`src/rtl/vga_timing_pkg.sv`:
```
// ============================================================================
// vga_timing_pkg : 640x480@60 default timing constants and RGB332->RGB444 helper
// Revision 1.0
// ============================================================================
`default_nettype none

package vga_timing_pkg;

  localparam int H_ACTIVE_DEF = 640;
  localparam int H_FP_DEF     = 16;
  localparam int H_SYNC_DEF   = 96;
  localparam int H_BP_DEF     = 48;
  localparam int V_ACTIVE_DEF = 480;
  localparam int V_FP_DEF     = 10;
  localparam int V_SYNC_DEF   = 2;
  localparam int V_BP_DEF     = 33;

  localparam int H_TOTAL      = H_ACTIVE_DEF + H_FP_DEF + H_SYNC_DEF + H_BP_DEF;
  localparam int V_TOTAL      = V_ACTIVE_DEF + V_FP_DEF + V_SYNC_DEF + V_BP_DEF;
  localparam int H_SYNC_START = H_ACTIVE_DEF + H_FP_DEF;
  localparam int H_SYNC_END   = H_SYNC_START + H_SYNC_DEF;
  localparam int V_SYNC_START = V_ACTIVE_DEF + V_FP_DEF;
  localparam int V_SYNC_END   = V_SYNC_START + V_SYNC_DEF;

  typedef logic [7:0]  rgb332_t;
  typedef logic [11:0] rgb444_t;

  // Bit replication keeps full-scale codes at full scale (3'b111 -> 4'hF).
  function automatic rgb444_t rgb332_to_444(input rgb332_t c);
    return {c[7:5], c[7], c[4:2], c[4], c[1:0], c[1:0]};
  endfunction

endpackage

`default_nettype wire

```
`src/rtl/vga_axis_counter.sv`:
```
// ============================================================================
// vga_axis_counter : enabled wrap counter with active-area and sync-window flags
// Revision 1.0
// ============================================================================
`default_nettype none

module vga_axis_counter #(
  parameter int TOTAL      = 800,
  parameter int ACTIVE     = 640,
  parameter int SYNC_START = 656,
  parameter int SYNC_END   = 752
) (
  input  logic       clk,
  input  logic       rst_n,
  input  logic       en,
  output logic [9:0] count,
  output logic       wrap,
  output logic       in_active,
  output logic       in_sync
);

  logic [9:0]  count_q;
  logic [9:0]  count_d;
  logic [10:0] count_ext;

  always_comb begin
    wrap    = en && (count_q == 10'(TOTAL - 1));
    count_d = count_q;
    if (wrap) begin
      count_d = '0;
    end else if (en) begin
      count_d = count_q + 10'd1;
    end
  end

  always_ff @(posedge clk or negedge rst_n) begin
    if (!rst_n) begin
      count_q <= '0;
    end else begin
      count_q <= count_d;
    end
  end

  // 11-bit compares so an end bound of 1024 stays representable.
  assign count_ext = {1'b0, count_q};
  assign count     = count_q;
  assign in_active = count_ext < 11'(ACTIVE);
  assign in_sync   = (count_ext >= 11'(SYNC_START)) && (count_ext < 11'(SYNC_END));

endmodule

`default_nettype wire

```
`src/rtl/vga_timing_gen.sv`:
```
// ============================================================================
// vga_timing_gen : pixel-tick divider, raster counters, colour/sync output stage
// Revision 1.0
// ============================================================================
`default_nettype none

module vga_timing_gen
  import vga_timing_pkg::*;
#(
  parameter int CLK_DIV  = 4,
  parameter int H_ACTIVE = H_ACTIVE_DEF,
  parameter int H_FP     = H_FP_DEF,
  parameter int H_SYNC   = H_SYNC_DEF,
  parameter int H_BP     = H_BP_DEF,
  parameter int V_ACTIVE = V_ACTIVE_DEF,
  parameter int V_FP     = V_FP_DEF,
  parameter int V_SYNC   = V_SYNC_DEF,
  parameter int V_BP     = V_BP_DEF
) (
  input  logic       clk,
  input  logic       rst_n,
  input  logic [7:0] rgb_in,
  output logic [9:0] pix_x,
  output logic [8:0] pix_y,
  output logic       pix_valid,
  output logic [3:0] vga_r,
  output logic [3:0] vga_g,
  output logic [3:0] vga_b,
  output logic       hsync,
  output logic       vsync,
  output logic       frame_tick
);

  localparam int H_TOT  = H_ACTIVE + H_FP + H_SYNC + H_BP;
  localparam int V_TOT  = V_ACTIVE + V_FP + V_SYNC + V_BP;
  localparam int DIV_W  = $clog2(CLK_DIV);

  if (CLK_DIV < 2 || H_TOT > 1024 || V_TOT > 1024 || V_ACTIVE > 512) begin : g_param_check
    $error("vga_timing_gen: timing parameters out of range");
  end

  logic [DIV_W-1:0] div_cnt_q, div_cnt_d;
  logic             tick;
  logic [9:0]       h_cnt, v_cnt;
  logic             h_wrap, h_act, h_sync_w;
  logic             v_wrap, v_act, v_sync_w;
  rgb332_t          rgb_q, rgb_d;
  logic             hsync_q, hsync_d;
  logic             vsync_q, vsync_d;
  logic             frame_tick_q, frame_tick_d;
  rgb444_t          rgb444;

  assign tick = (div_cnt_q == DIV_W'(CLK_DIV - 1));

  vga_axis_counter #(
    .TOTAL      (H_TOT),
    .ACTIVE     (H_ACTIVE),
    .SYNC_START (H_ACTIVE + H_FP),
    .SYNC_END   (H_ACTIVE + H_FP + H_SYNC)
  ) u_h_cnt (
    .clk       (clk),
    .rst_n     (rst_n),
    .en        (tick),
    .count     (h_cnt),
    .wrap      (h_wrap),
    .in_active (h_act),
    .in_sync   (h_sync_w)
  );

  vga_axis_counter #(
    .TOTAL      (V_TOT),
    .ACTIVE     (V_ACTIVE),
    .SYNC_START (V_ACTIVE + V_FP),
    .SYNC_END   (V_ACTIVE + V_FP + V_SYNC)
  ) u_v_cnt (
    .clk       (clk),
    .rst_n     (rst_n),
    .en        (h_wrap),
    .count     (v_cnt),
    .wrap      (v_wrap),
    .in_active (v_act),
    .in_sync   (v_sync_w)
  );

  assign pix_valid = h_act && v_act;
  assign pix_x     = pix_valid ? h_cnt : '0;
  assign pix_y     = pix_valid ? v_cnt[8:0] : '0;

  // Output stage samples on tick so colour and syncs share one tick of latency.
  always_comb begin
    div_cnt_d    = tick ? '0 : div_cnt_q + DIV_W'(1);
    rgb_d        = rgb_q;
    hsync_d      = hsync_q;
    vsync_d      = vsync_q;
    if (tick) begin
      rgb_d   = pix_valid ? rgb_in : 8'h00;
      hsync_d = ~h_sync_w;
      vsync_d = ~v_sync_w;
    end
    frame_tick_d = h_wrap && !v_wrap && (v_cnt == 10'(V_ACTIVE - 1));
  end

  always_ff @(posedge clk or negedge rst_n) begin
    if (!rst_n) begin
      div_cnt_q    <= '0;
      rgb_q        <= '0;
      hsync_q      <= 1'b1;
      vsync_q      <= 1'b1;
      frame_tick_q <= 1'b0;
    end else begin
      div_cnt_q    <= div_cnt_d;
      rgb_q        <= rgb_d;
      hsync_q      <= hsync_d;
      vsync_q      <= vsync_d;
      frame_tick_q <= frame_tick_d;
    end
  end

  assign rgb444     = rgb332_to_444(rgb_q);
  assign vga_r      = rgb444[11:8];
  assign vga_g      = rgb444[7:4];
  assign vga_b      = rgb444[3:0];
  assign hsync      = hsync_q;
  assign vsync      = vsync_q;
  assign frame_tick = frame_tick_q;

endmodule

`default_nettype wire

```
`config.mk`:
```
export PLATFORM = sky130hd
export DESIGN_NAME = vga_timing_gen
export DESIGN_NICKNAME = d
export VERILOG_FILES = /design/src/rtl/vga_timing_pkg.sv /design/src/rtl/vga_axis_counter.sv /design/src/rtl/vga_timing_gen.sv
export SDC_FILE = /design/constraint.sdc
export NUM_CORES = 1
export LEC_CHECK = 0
export CELL_PAD_IN_SITES_DETAIL_PLACEMENT = 1
export CELL_PAD_IN_SITES_GLOBAL_PLACEMENT = 1
export CORE_MARGIN = 5
export CORE_UTILIZATION = 36
export CTS_CLUSTER_SIZE = 28
export DETAILED_ROUTE_END_ITERATION = 8
export PLACE_DENSITY = 0.83
export SLEW_MARGIN = 20
export SYNTH_ARGS = -nofsm -noshare
export SYNTH_HDL_FRONTEND = slang
export SYNTH_SLANG_ARGS = --single-unit
```
`constraint.sdc`:
```
create_clock -name clk -period 2.68 [get_ports clk]
set_clock_uncertainty 0.05 [all_clocks]
set_input_delay 0.268 -clock clk [delete_from_list [all_inputs] [get_ports clk]]
set_output_delay 0.268 -clock clk [all_outputs]
set_load 0.03 [all_outputs]
```
; ---- Word-level counts from Yosys, hierarchy flattened
; Cells that the tools add are included.
[word_totals]
reg_bits = 33
latchBits = 0
mem_bits_rw = 0
mem_bits_ro = 0
inputBits = 10
out_inout_bits = 35
word_cells = 40
n_memories = 0
[op_classes]
n_addsub = 3
multipliers = 0
div = 0
magnitude_cmp = 6
n_eq_ne = 4
shift = 0
muxes = 8
n_bitwise = 2
reduce_logical = 10
[op_table]
columns = op, n
row1 = $mux W10, 5
row2 = $add A10 B1 Y10 const B, 2
row3 = $eq A10 B10 Y1 const B, 2
row4 = $lt A10 B10 Y1 const B, 2
row5 = $lt A10 B9 Y1 const B, 2
row6 = $eq A10 B9 Y1 const B, 1
row7 = $ge A10 B10 Y1 const B, 1
row8 = $ge A10 B9 Y1 const B, 1
row9 = $mux W9, 1
row10 = $mux W8, 1
row11 = $logic_and A1 B1 Y1, 7
row12 = $reduce_bool A2 Y1, 2
row13 = $add A2 B1 Y2 const B, 1
row14 = $eq A2 B2 Y1 const B, 1
row15 = $mux W2, 1
row16 = $not A1 Y1, 2
row17 = $logic_not A1 Y1, 1

; ---- Longest topological paths before layout
[depth]
ltp_word = 6
mapped_depth = 8
ltp_nobuf = 6

; ---- By module
; From an unflattened synthesis, not the netlist that was laid out.
[hier_totals]
hier_cells = 194
hier_area_um2 = 1909.3
[modules_own_cells]
columns = module, n_inst, cells_each, area_each_um2, seq_area_each_um2
row1 = vga_timing_gen, 1, 78, 785.8, 327.8
row2 = vga_axis_counter (u_v_cnt), 1, 59, 568.0, 250.2
row3 = vga_axis_counter (u_h_cnt), 1, 57, 555.5, 250.2

; ---- Worst setup path after synthesis
; OpenSTA, ideal clock, no wires.
[synth_timing]
kind = register to output
from = reg u_v_cnt.count_q[5] (netlist: u_v_cnt.count[5])
to = out pix_x[5]
t_arrival_ns = 1.965
required_time_ns = 2.362
setup_slack_ns = 0.397
stages_incl_launch_ff = 9
n_path_buf = 3
path_cell_list = dfrtp_1 > clkbuf_1 > nand4_1 > nand2_1 > or2_2 > clkbuf_1 > inv_1 > clkbuf_1 > and2_1
[synth_via]
elab_chain_cells = 3
[synth_rtl]
columns = element, line_no
row1 = from (decl), vga_axis_counter.sv:22  ; logic [9:0] count_q;
row2 = from (signal assigned), vga_axis_counter.sv:40  ; count_q <= count_d;
row3 = $lt A10 B9 Y1, vga_axis_counter.sv:47  ; assign in_active = count_ext < 11'(ACTIVE);
row4 = $logic_and A1 B1 Y1, vga_timing_gen.sv:85  ; assign pix_valid = h_act && v_act;
row5 = net pix_valid, vga_timing_gen.sv:25  ; output logic pix_valid,
row6 = $mux W10, vga_timing_gen.sv:86  ; assign pix_x = pix_valid ? h_cnt : '0;
row7 = to (decl), vga_timing_gen.sv:23  ; output logic [9:0] pix_x,
; The timed path passes the listed nets, and every way through them passes these cells.

; ---- Final worst setup path
[layout_timing]
from = reg u_v_cnt.count_q[7] (netlist: u_v_cnt.count[7])
to = out pix_y[5]
[layout_via]
elab_chain_cells = 3
[layout_rtl]
columns = element, line_no
row1 = $lt A10 B9 Y1, vga_axis_counter.sv:47
row2 = $logic_and A1 B1 Y1, vga_timing_gen.sv:85
row3 = $mux W9, vga_timing_gen.sv:87  ; assign pix_y = pix_valid ? v_cnt[8:0] : '0;
row4 = to (decl), vga_timing_gen.sv:24  ; output logic [8:0] pix_y,
; No other way between the ends.

==> impl_metrics.toml <==
[sta]
clock.fmax_mhz = 390.9
worst_pin_slew_ns = 0.4356
hold_viol_final = 0
tns_ns = 0
slew_viol_final = 0
period_needed_ns = 2.558
min_period_over_period_pct = 95.45
setup_viol = 0
relSlewSlack_pct = 70.96
rsz0062_at_grt = "no"

[drt]
detail_route.vias_per_cell = 5.085
wl_per_cell_um = 14.76
wl_mm = 4.177
vias = 1439
first_pass_iters = 4
drt_iter0_markers = 71
drtAntennaViolNets = 0
drc = 0

[placed_design]
placed_cells = 275
port_buffers = 44
place_hpwl_mm = 2.971
gp_congestion = 0.7644

[yosys]
synth.most_common_cell = "dfrtp_1"
ys_seq_area_share_pct = 47.87
synthFlopType = "dfrtp_1"
synth_seq_cells = 33
yosysWarnings = 0
synth_largest_area_cell = "dfrtp_1"
async_flop_share_pct = 100.0
syn_area_per_cell_um2 = 9.456
synth_area_leaders = "dfrtp_1 45%, and2_1 5.4%, nand2_1 4.1%, nor2_1 3.9%, ha_1 3.6%"
ys_top_cells_by_count = "31 x dfrtp_1, 19 x nand2_1, 18 x nor2_1"
synth_cell_types = 35
synth_edf_count = 0
netlist.area_leader.share_pct = 44.83
syn_area_mm2 = 0.001730
syn_nets = 198
synthCells = 183

[floorplanning]
die_width_um = 79.33
ioPinCount = 45
die_y_um = 79.33
coreArea_mm2 = 0.004692
start_util_pct = 36.88
rows = 25
die-area_mm2 = 0.006293

[cts]
cts-root-buf = "clkbuf_8"
ctsHoldBuffers = 0
h-tree-depth = 2
clkTransAtPathRegs_ns = 0.07
cts_tree = "done"
cts-buffers-inserted = 5
clock_latency_ns = 0.28
postCtsSetupBuffers = 0
cts_sinks = 33
post_cts_resize_count = 1
clock_path_buffers = 2

[setup_path]
cp.arrival_ns = 2.24
start_kind = "flop"
required_ns = 2.36
end_kind = "output pin"
worst-path-max-fanout = 13
crit_type = "reg -> out"

[global_route]
grt_max_degree = 34
gr-usage-all-layers_pct = 14.56
overflow = 0
grt_pass1_wl_mm = 7.182
grt_pass1_vias = 1502
antenna_found_initial = 0

[power_and_ir_drop]
p_per_area_mw_per_mm2 = 445.5
vdd_drop_max_uv = 273.1
power.leakage_uw = 0.001326

[run_status]
status = "completed"

[final_layout]
regArea_um2 = 828.3
post-route-util_pct = 50.85
layout.cells.non_filler = 283
fillers = 556
multi_input_area_um2 = 783.3
diodes = 0
nNetsFinal = 243
area_growth_pct = 37.89
drive_gt1_share_pct = 10.48

[min_path]
hp-class = "in -> async"

[run]
maxCapViolations = 0
worst paths after layout:
kind | from | to | slack [ns] | cells past startpoint
worst min register to register | div_cnt_q[0] | div_cnt_q[0] | 0.38 | 1
worst max register to register | u_h_cnt.count[0] | u_v_cnt.count[6] | 0.59 | 5
worst min-delay path | rst_n | div_cnt_q[0] | 0.35 | 2
worst max-delay path | u_v_cnt.count[7] | pix_y[5] | 0.12 | 6
min in group clk | div_cnt_q[0] | div_cnt_q[0] | 0.38 | 1
max in group asynchronous | rst_n | vsync | 1.89 | 2
routing by layer:
layer	global-route usage (%)	part of all wire (%)	vias up	routed length (um)
met5	0	0	-	0
met4	5.155	1.6	0	68
met3	3.288	4.1	5	172
met2	22.14	43	37	1796
met1	20.29	51	693	2139
li1	-	-	704	-
kinds of logic (layout without fill, tap and decap cells):
family / Yosys count / after routing / share of synthesized area (%)
AOI/OAI and AO/OA: 20 / 20 / 7.447
xor gates and xnor gates: 10 / 10 / 5.496
adders and majority gates: 5 / 5 / 3.615
buffers and inverters: 27 / 73 / 6.869
DFF: 33 / 33 / 47.87
muxes: 4 / 4 / 2.531
and+or+nand+nor: 84 / 84 / 26.17
state kept, by name (all words and copies together) (netlist names):
name           flops
frame_tick         1
vsync              1
u_h_cnt.count     10
u_v_cnt.count     10
div_cnt_q          2
hsync              1
rgb_q              8
layout make-up:
class / count / share of cell area, %
Clock buffer: 7 / 3.618
Clock inverter: 1 / 1.259
Inverter: 15 / 2.517
Multi-Input combinational cell: 123 / 32.83
Sequential cell: 33 / 34.71
Tap cell: 54 / 2.832
Timing Repair Buffer: 50 / 22.23
critical path: stages, from the launching register on:
cell,delay [ns]
dfrtp_1,0.44
nand4_1,0.19
nand2_1,0.06
or2_2,0.31
buf_4,0.20
nor2_1,0.09
clkdlybuf4s50_1,0.67
report_power, final:
| part | internal, uW | total (uW) | switching [uW] |
|---|---|---|---|
| combinational | 30.8 | 68.3 | 37.4 |
| clock | 303 | 487 | 184 |
| sequential | 504 | 508 | 3.65 |
per-stage QoR:
| stage | hold WS (ns) | setup WS (ns) | instance area [um^2] | total power [uW] |
|---|---|---|---|---|
| 3_3_place_gp | 0.3648 | 0.2593 | 2221 | 585.3 |
| 4_1_cts | 0.3676 | 0.03173 | 2341 | 1075 |
| 5_1_grt | 0.3847 | 0.002278 | 2386 | 1101 |
| 2_1_floorplan | -0.07759 | 0.3974 | 1730 | 546.3 |
| 3_5_place_dp | 0.3751 | 0.2322 | 2221 | 586.7 |
| 6_report | 0.3457 | 0.1221 | 2386 | 1063 |
cell usage in the layout, fill, tap and decap left out:
cell type	Yosys	final
dfrtp_1	31	31
clkdlybuf4s50_1	0	26
nand2_1	19	19
nor2_1	18	18
dlymetal6s2s_1	0	18
and2_1	15	15
inv_1	15	14
o22ai_1	9	9
xnor2_1	7	7
nand4_1	6	6
clkbuf_8	0	6
buf_4	4	6
o21ai_0	5	5
nand3_1	5	5
ha_1	5	5
nor3_1	4	4
and3_1	4	4
mux2_2	3	3
a22o_1	3	3
or3_1	2	2
and4_1	2	2
nor4bb_1	2	2
nor2b_1	2	2
xor2_1	2	2
dfstp_2	2	2
or2_2	1	1
clkinvlp_4	0	1
nor4_2	1	1
or4_4	1	1
or3_4	1	1
xnor2_2	1	1
nand4b_1	1	1
a31oi_1	1	1
mux2i_1	1	1
a32o_1	1	1
a21oi_1	1	1
bufinv_16	0	1
clkbuf_1	4	1
(Power assumes the default switching activity.)
==> RTL change (config.mk and constraints unchanged) <==
Change the parameter `CLK_DIV` from 4 to 8.
--- a/src/rtl/vga_timing_gen.sv
+++ b/src/rtl/vga_timing_gen.sv
@@ -9,3 +9,3 @@
 #(
-  parameter int CLK_DIV  = 4,
+  parameter int CLK_DIV  = 8,
   parameter int H_ACTIVE = H_ACTIVE_DEF,
Function: changed (a bounded check fails within 10 cycles, from zero or initial values and one cycle with rst_n low).
==> RTL change against the original RTL <==
First-iteration DRC count decreased by 51%. Wire length is 12% higher. Utilization fell by 2.6 points. Die area increased by 6.1%. Combinational power shrank 3%. Critical path depth down 1. Cell area rose by 2.0%. Worst setup slack gained 0.097 ns. Power is 7.6% lower. Area after synthesis is 6.9% higher. Sequential cell count is 1 higher. Critical path type unchanged. Critical endpoint is now pix_y[2].
==> RTL change: results <==
{
  "hold_path.class": "in2async",
  "critical_path.max_fanout": 23,
  "diodes": 0,
  "clkbuf_count": 7,
  "synthTopCellsByCount": "dfrtp_1, and2_1, inv_1, nand3_1, nor2_1",
  "synth_fa_ha_area_frac": 0.04733,
  "synth-xor-area-share": 0.04260,
  "synth_seq_cells": 34,
  "grt_usage": 0.1521,
  "syn_nets": 210,
  "seq_area_frac_synth": 0.4611,
  "clkTransAtPathRegs_ns": 0.07,
  "p_clk_frac": 0.400,
  "gp_congestion": 0.7748,
  "cts_max_level": 2,
  "fillerInstances": 587,
  "leakage_nw": 1.072,
  "power_switching_mw": 0.2267,
  "finalWirelength_um": 4681,
  "muxShareOfSynthArea": 0.01893,
  "root_buffer": "clkbuf_8",
  "grt_max_degree": 35,
  "bufAreaShareNonClock": 0.1963,
  "multi_input_comb_cells": 130,
  "finalNetCount": 252,
  "grt_pass1_wl_um": 7838,
  "hpwl_um": 3521,
  "drtIter0Drc": 35,
  "outcome": "complete, no violations",
  "multi_input_area_um2": 863.3,
  "drt_pass1_iterations": 4,
  "critPathArrivalTime_ns": 2.14,
  "pg_seq_mw": 0.523,
  "synth_area_leaders": "dfrtp_1, and2_1, ha_1, nand3_1, nand4_1",
  "vias": 1562,
  "antenna_found_initial": 0,
  "post_cts_buffers": 0,
  "drive_gt1_frac": 0.08898,
  "grt_pass1_vias": 1578,
  "synth-async-reset-ratio": 1.000,
  "cts_buffers": 5,
  "clock_path_buffers": 2,
  "portBuffers": 44,
  "ys_types": 41,
  "inverters": 15,
  "n_all_buffers": 49,
  "ff2ff_path_depth": 4,
  "sh_seq_area": 0.3505,
  "yosys_warnings": 0,
  "clock_cell_area_share": 0.03751,
  "synth_compound_area_frac": 0.08384,
  "clkLatencyLatePin_ns": 0.28,
  "worst_pin_slew_ns": 0.4344,
  "ir_drop_mv": 0.1595
}
==> RTL change: cell types whose count changed in the layout (fill, tap and decap cells not counted), sizes merged, moves of 3 or more <==
cell | before | now
o21ai | 5 | 14
clkdlybuf4s50 | 26 | 44
o31ai | 0 | 3
dlymetal6s2s | 18 | 0
nand4 | 6 | 10
a22o | 3 | 0
nand3 | 5 | 14
o22ai | 9 | 0
nor2 | 18 | 12
nand2 | 19 | 12
==> RTL change: metrics by stage <==
stage,std cells,area [um2],power [mW],worst slack (ns),util
floorplan,193,1851,0.5601,0.6022,-
global placement,298,2333,0.5997,0.3731,0.4628
detailed placement,298,2333,0.6012,0.3019,0.4628
CTS,306,2427,1.002,0.05735,0.4814
global route,306,2435,1.024,0.07142,0.4829
finish,306,2435,0.9828,0.2195,0.4829
==> RTL change: timing repair <==
action / CTS / global route
resized for setup: 1 / 2
endpoints found under the setup margin: 5 / 14
cloned: 0 / 0
==> RTL change: routing by layer <==
layer	share of wire	GRT usage	wire (um)	up-vias
met3	0.071	0.03947	332	6
met2	0.45	0.2402	2127	48
met4	0.012	0.03987	55	0
met5	0	0	0	-
li1	-	-	-	745
met1	0.46	0.2071	2166	763
==> RTL change: path summary, 6_finish.rpt <==
kind                                  start          endpoint  slack, ns
min                                   rst_n          rgb_q[7]       0.35
min in group clk               div_cnt_q[0]      div_cnt_q[0]       0.39
max                        u_h_cnt.count[7]          pix_y[2]       0.22
max reg2reg                u_h_cnt.count[5]  u_v_cnt.count[4]       0.54
max in group asynchronous             rst_n             vsync       1.89
min reg2reg                    div_cnt_q[0]      div_cnt_q[0]       0.39
==> RTL change: worst max-delay path, cell delays in order (launching register included) <==
cell and delay (ns):
dfrtp_1 0.44, o21ai_1 0.19, nand3_2 0.19, clkinv_4 0.19, and2_1 0.16, clkdlybuf4s50_1 0.67
